**src/rtl/kuznechik_stream_wrapper_if.sv**
```systemverilog
// Byte-stream bus bundle for kuznechik_stream_wrapper.
//   s_data/s_valid/s_ready : plaintext byte input (valid/ready handshake)
//   m_data/m_valid/m_ready : ciphertext byte output (valid/ready handshake)
//   m_last                 : marks the 16th output byte of a block
// slave modport is the wrapper side, master modport is the byte source/sink side.
interface kuznechik_stream_wrapper_if;
  logic [7:0] s_data;
  logic       s_valid;
  logic       s_ready;
  logic [7:0] m_data;
  logic       m_valid;
  logic       m_ready;
  logic       m_last;

  modport slave (
    input  s_data,
    input  s_valid,
    input  m_ready,
    output s_ready,
    output m_data,
    output m_valid,
    output m_last
  );

  modport master (
    output s_data,
    output s_valid,
    output m_ready,
    input  s_ready,
    input  m_data,
    input  m_valid,
    input  m_last
  );
endinterface

```
**src/rtl/kuznechik_stream_wrapper.sv**
```systemverilog
// Byte-stream front/back end for the Kuznechik encrypt core.
// Packs 16 input bytes (big-endian) into a 128-bit block, pulses enc_en, waits for
// enc_ready, then streams the 128-bit ciphertext out as 16 bytes. Half-duplex.
// Ports:
//   clk, rst          : clock, asynchronous active-high reset
//   keys_ready        : round keys valid; gates input acceptance
//   strm              : byte-stream bus (s_* in, m_* out, m_last)
//   enc_en            : one-cycle start pulse to the core
//   enc_in_data       : plaintext block to the core
//   enc_out_data      : ciphertext from the core
//   enc_ready         : core done, sampled only while waiting
//   busy              : any state other than idle-empty load
//   timeout_err       : sticky, set when the core never answers
module kuznechik_stream_wrapper #(
  parameter int unsigned TIMEOUT_CYCLES = 1024,
  parameter int unsigned TO_W           = 11
) (
  input  logic                        clk,
  input  logic                        rst,
  input  logic                        keys_ready,
  kuznechik_stream_wrapper_if.slave   strm,
  output logic                        enc_en,
  output logic [127:0]                enc_in_data,
  input  logic [127:0]                enc_out_data,
  input  logic                        enc_ready,
  output logic                        busy,
  output logic                        timeout_err
);

  localparam logic [1:0] StLoad  = 2'd0;
  localparam logic [1:0] StStart = 2'd1;
  localparam logic [1:0] StWait  = 2'd2;
  localparam logic [1:0] StSend  = 2'd3;

  logic [1:0]      state_q, state_d;
  logic [3:0]      byte_cnt_q, byte_cnt_d;
  logic [3:0]      send_cnt_q, send_cnt_d;
  logic [TO_W-1:0] to_cnt_q, to_cnt_d;
  logic [127:0]    pt_q, pt_d;
  logic [127:0]    ct_q, ct_d;
  logic            timeout_err_q, timeout_err_d;

  logic s_hs;
  logic m_hs;
  logic to_hit;
  logic core_done;

  assign s_hs   = (state_q == StLoad) & keys_ready & strm.s_valid;
  assign m_hs   = (state_q == StSend) & strm.m_ready;
  // Counter value in the last permitted wait cycle.
  assign to_hit = (to_cnt_q == TO_W'(TIMEOUT_CYCLES - 1));
  // enc_ready is ignored in the first wait cycle (counter still zero).
  assign core_done = (state_q == StWait) & enc_ready & (to_cnt_q != '0);

  always_comb begin
    state_d       = state_q;
    byte_cnt_d    = byte_cnt_q;
    send_cnt_d    = send_cnt_q;
    to_cnt_d      = to_cnt_q;
    pt_d          = pt_q;
    ct_d          = ct_q;
    timeout_err_d = timeout_err_q;

    case (state_q)
      StLoad: begin
        if (s_hs) begin
          // Byte n lands at bits [127-8n -: 8]; ~cnt is 15-cnt.
          pt_d[{~byte_cnt_q, 3'b000} +: 8] = strm.s_data;
          byte_cnt_d = byte_cnt_q + 4'd1;
          if (byte_cnt_q == 4'd0) begin
            timeout_err_d = 1'b0;
          end
          if (byte_cnt_q == 4'd15) begin
            state_d = StStart;
          end
        end
      end
      StStart: begin
        to_cnt_d = '0;
        state_d  = StWait;
      end
      StWait: begin
        to_cnt_d = to_cnt_q + 1'b1;
        if (core_done) begin
          ct_d       = enc_out_data;
          send_cnt_d = 4'd0;
          state_d    = StSend;
        end else if (to_hit) begin
          timeout_err_d = 1'b1;
          byte_cnt_d    = 4'd0;
          state_d       = StLoad;
        end
      end
      StSend: begin
        if (m_hs) begin
          ct_d       = {ct_q[119:0], 8'h00};
          send_cnt_d = send_cnt_q + 4'd1;
          if (send_cnt_q == 4'd15) begin
            state_d = StLoad;
          end
        end
      end
      default: state_d = StLoad;
    endcase
  end

  always_ff @(posedge clk or posedge rst) begin
    if (rst) begin
      state_q       <= StLoad;
      byte_cnt_q    <= 4'd0;
      send_cnt_q    <= 4'd0;
      to_cnt_q      <= '0;
      pt_q          <= '0;
      ct_q          <= '0;
      timeout_err_q <= 1'b0;
    end else begin
      state_q       <= state_d;
      byte_cnt_q    <= byte_cnt_d;
      send_cnt_q    <= send_cnt_d;
      to_cnt_q      <= to_cnt_d;
      pt_q          <= pt_d;
      ct_q          <= ct_d;
      timeout_err_q <= timeout_err_d;
    end
  end

  // s_ready is masked by rst so it reads low while reset is held.
  assign strm.s_ready = (state_q == StLoad) & keys_ready & ~rst;
  assign strm.m_valid = (state_q == StSend);
  assign strm.m_last  = (state_q == StSend) & (send_cnt_q == 4'd15);
  assign strm.m_data  = (state_q == StSend) ? ct_q[127:120] : 8'h00;
  assign enc_en       = (state_q == StStart);
  assign enc_in_data  = pt_q;
  assign busy         = ~((state_q == StLoad) & (byte_cnt_q == 4'd0));
  assign timeout_err  = timeout_err_q;

endmodule

```
**src/flat_wrapper.sv**
```systemverilog
// flat-port wrapper written by rule: the top's interface ports become plain ports
module kuznechik_stream_wrapper_flat 
#(
  parameter int unsigned TIMEOUT_CYCLES = 1024,
  parameter int unsigned TO_W           = 11
)
  (clk, rst, keys_ready, enc_en, enc_in_data, enc_out_data, enc_ready, busy, timeout_err, strm_s_data, strm_s_valid, strm_m_ready, strm_s_ready, strm_m_data, strm_m_valid, strm_m_last);
  kuznechik_stream_wrapper_if strm_i ();
  input  logic clk;
  input  logic rst;
  input  logic keys_ready;
  output logic enc_en;
  output logic [127:0] enc_in_data;
  input  logic [127:0] enc_out_data;
  input  logic enc_ready;
  output logic busy;
  output logic timeout_err;
  input wire logic [$bits(strm_i.s_data)-1:0] strm_s_data;
  input wire logic [$bits(strm_i.s_valid)-1:0] strm_s_valid;
  input wire logic [$bits(strm_i.m_ready)-1:0] strm_m_ready;
  output wire logic [$bits(strm_i.s_ready)-1:0] strm_s_ready;
  output wire logic [$bits(strm_i.m_data)-1:0] strm_m_data;
  output wire logic [$bits(strm_i.m_valid)-1:0] strm_m_valid;
  output wire logic [$bits(strm_i.m_last)-1:0] strm_m_last;
  assign strm_i.s_data = strm_s_data;
  assign strm_i.s_valid = strm_s_valid;
  assign strm_i.m_ready = strm_m_ready;
  assign strm_s_ready = strm_i.s_ready;
  assign strm_m_data = strm_i.m_data;
  assign strm_m_valid = strm_i.m_valid;
  assign strm_m_last = strm_i.m_last;
  kuznechik_stream_wrapper #(.TIMEOUT_CYCLES(TIMEOUT_CYCLES), .TO_W(TO_W)) u_core (.clk(clk), .rst(rst), .keys_ready(keys_ready), .strm(strm_i), .enc_en(enc_en), .enc_in_data(enc_in_data), .enc_out_data(enc_out_data), .enc_ready(enc_ready), .busy(busy), .timeout_err(timeout_err));
endmodule
```
**config.mk**
```make
export PLATFORM = sky130hd
export DESIGN_NAME = kuznechik_stream_wrapper_flat
export DESIGN_NICKNAME = d
export VERILOG_FILES = /design/src/rtl/kuznechik_stream_wrapper_if.sv /design/src/rtl/kuznechik_stream_wrapper.sv /design/src/flat_wrapper.sv
export SDC_FILE = /design/constraint.sdc
export NUM_CORES = 1
export LEC_CHECK = 0
export CORE_ASPECT_RATIO = 0.75
export CORE_UTILIZATION = 46
export DETAILED_ROUTE_END_ITERATION = 6
export GPL_TIMING_DRIVEN = 1
export PLACE_DENSITY = 0.84
export SKIP_CTS_REPAIR_TIMING = 1
export SYNTH_ARGS = -nofsm -noshare
export SYNTH_HDL_FRONTEND = slang
export SYNTH_SLANG_ARGS = --single-unit
```
**constraint.sdc**
```tcl
create_clock -name clk -period 9.62 [get_ports clk]
set_clock_uncertainty 0.15 [all_clocks]
set_input_delay 1.924 -clock clk [delete_from_list [all_inputs] [get_ports clk]]
set_output_delay 1.924 -clock clk [all_outputs]
set_load 0.02 [all_outputs]
```
==> flow_summary.yaml <==
die:
  start_util: 0.471
  die_area_um2: 28500
  die_h_um: 146
  core_area_um2: 27100
  chipWidth_um: 195
  num_rows: 52
  ios: 284
synthesis:
  yosys_warnings: 0
  synthArstFlopShare: 1.00
  synth_cell_types: 47
  syn_inst: 905
  ys_ff_latch: 278
  synth-seq-area-share: 0.544
  avgSynthCellArea_um2: 14.1
  ys.flop_type: "dfrtp_1"
  syn_area_um2: 12800
  syn_nets: 1059
  synth_edf_count: 0
sta:
  fin_setup_tns_ns: 0
  finalSetupViolations: 0
  min_period_ns: 6.06
  finalHoldViolations: 0
  relSlewSlack: 0.300
  clock.fmax_mhz: 165
  finalCritPeriodShare: 0.630
  report.final.slew_viol_count: 0
  rsz0062_at_grt: "no"
  tightest_slew_ns: 1.05
  setup_ws_ns: 3.56
layout:
  drive_gt1_frac: 0.256
  fin_area_um2: 16800
  nNetsFinal: 1338
  syn2layout_area_growth_pct: 31.1
  fin_cells: 1556
global_route:
  grt_pass1_vias: 8812
  grt_overflow: 0
  grt_max_degree: 81
  track_usage: 0.223
  grt_pass1_wl_um: 50000
  antenna_found_initial: 0
run:
  maxCapViolations: 0
placement:
  place_inst: 1506
  gp_congestion: 0.816
  dpl.hpwl_um: 21800
  port_buffers: 283
  placed_cell_area_um2: 15900
  post-place-ws_ns: 3.50
clock_tree:
  clock-sinks: 278
  cts_tree: "done"
  htreeDepth: 1
  cts_buffers: 27
  root_buffer: "clkbuf_16"
  worstSkewPairLatency_ns: 0.53
  clock_path_buffers: 3
  clk_pin_slew_ns: 0.06
worst_setup_path:
  critPathKind: "primary input to primary output"
  timing.rr.end: "u_core.ct_q[52]"
  startpoint_type: "primary input"
  cp-end-kind: "primary output"
  cp.required_ns: 7.55
  arrival_ns: 3.99
  rrSetupSlack_ns: 6.18
  worst-path-max-fanout: 33
  r2r_start: "u_core.to_cnt_q[0]"
  ff2ff_path_depth: 7
power:
  peakVddDrop_mv: 0.169
  p_per_area_nw_per_um2: 265
  power_mw: 4.43
  p_leak_nw: 7.29
drt:
  drtIter0Drc: 292
  vias: 8344
  postRouteAntennaNets: 0
  dr.pass1.iters: 4
  wl_per_cell_um: 20.3
  wl_um: 31700
  viasPerCell: 5.36
  drc: 0
worst_hold_path:
  hold_path.class: "register to register"
  worstHoldStart: "u_core.ct_q[124]"
  holdPathStages: 1
  min_to: "u_core.ct_q[124]"
status:
  status: "complete, no violations"
-- how the worst max path moves through the flow --
stage	start	end	slack, ns	cells past startpoint
floorplan	rst	strm_s_ready	0.67	2
global placement	rst	strm_s_ready	3.53	4
detailed placement	rst	strm_s_ready	3.50	4
CTS	rst	strm_s_ready	3.50	4
global route	rst	strm_s_ready	3.38	4
finish	rst	strm_s_ready	3.56	4
-- layer usage --
layer  vias up  share of wire  routed length (um)  global-route usage
met1      4223           0.44               14000               0.301
met2       276           0.45               14100               0.347
met3        38          0.094                2970              0.0785
li1       3807              -                   -                   -
met4         0          0.018                 578              0.0468
met5         -              0                   0                   0
-- cell type report --
| cell class | instances | area (um^2) |
|---|---|---|
| clock buffer | 39 | 771 |
| antenna | 1 | 2.50 |
| inverter | 12 | 48.8 |
| timing repair buffer | 291 | 2890 |
| clock inverter | 10 | 81.3 |
| fill | 2037 | 10400 |
| multi-input combinational | 574 | 5570 |
| tap | 351 | 439 |
| sequential | 278 | 6960 |
-- cells in the final DEF, fill, tap and decap left out, drive strengths merged, types with 2 or more instances in the layout --
cell / synthesis / layout
a21oi: 7 / 7
a22o: 3 / 3
a22oi: 2 / 2
a31oi: 4 / 4
and2: 26 / 26
and3: 7 / 7
buf: 15 / 8
clkbuf: 26 / 39
clkdlybuf4s50: 0 / 283
clkinv: 0 / 7
clkinvlp: 0 / 2
dfrtp: 278 / 278
ha: 12 / 12
inv: 12 / 12
mux2: 377 / 377
mux2i: 3 / 3
nand2: 22 / 22
nand2b: 4 / 4
nand3: 13 / 13
nand4: 9 / 9
nor2: 23 / 23
nor2b: 12 / 12
nor3: 8 / 8
nor4: 4 / 4
o211ai: 5 / 5
o21ai: 7 / 7
o2bb2ai: 2 / 2
or4: 2 / 2
xnor2: 6 / 6
xor2: 3 / 3
-- power breakdown --
group | switching [mW] | total (mW) | internal [mW]
registers | 0.230 | 1.80 | 1.57
clock network | 0.447 | 1.03 | 0.582
logic | 0.777 | 1.61 | 0.829
-- flip-flops by register name, indices dropped and copies added (netlist names) --
name and count:
u_core.send_cnt_q 4, u_core.enc_in_data 128, u_core.state_q 2, u_core.ct_q 128
u_core.byte_cnt_q 4, u_core.timeout_err 1, u_core.to_cnt_q 11
-- stage by stage --
| stage | hold WS, ns | util |
|---|---|---|
| detailed placement | 0.327 | 0.586 |
| global placement | 0.317 | 0.586 |
| global route | 0.351 | 0.618 |
| finish | 0.333 | 0.618 |
| floorplan | 0.306 | - |
| CTS | 0.341 | 0.618 |
-- synth_stat cells (all sizes together) (2+ instances only) --
cell,count,share of area
and2,26,0.013
nand2,22,0.0065
xnor2,6,0.0041
a31oi,4,0.0020
ha,12,0.012
o211ai,5,0.0029
buf,15,0.011
mux2,377,0.33
nor2,23,0.0068
nand2b,4,0.0020
o2bb2ai,2,0.0019
a22o,3,0.0021
or4,2,0.0012
a22oi,2,0.0012
nand3,13,0.0051
nand4,9,0.0044
xor2,3,0.0021
nor4,4,0.0031
nor2b,12,0.0059
clkbuf,26,0.0076
dfrtp,278,0.54
nor3,8,0.0055
and3,7,0.0034
o21ai,7,0.0027
inv,12,0.0035
a21oi,7,0.0027
mux2i,3,0.0023
-- logic make-up after synthesis --
kind of cell	after synthesis	synth area share
muxes	380	0.334
DFF	278	0.544
and+or+nand+nor	135	0.0598
buffers and inverters	53	0.0223
AOI/OAI and AO/OA	38	0.0214
adders and majority gates	12	0.0117
xor gates and xnor gates	9	0.00617
-- worst max-delay path: stages --
cell and delay [ns]:
clkdlybuf4s50_1 0.50, clkinvlp_4 0.58, and3_1 0.42, clkdlybuf4s50_1 0.53
No activity file was read; power rests on OpenSTA's default activity.
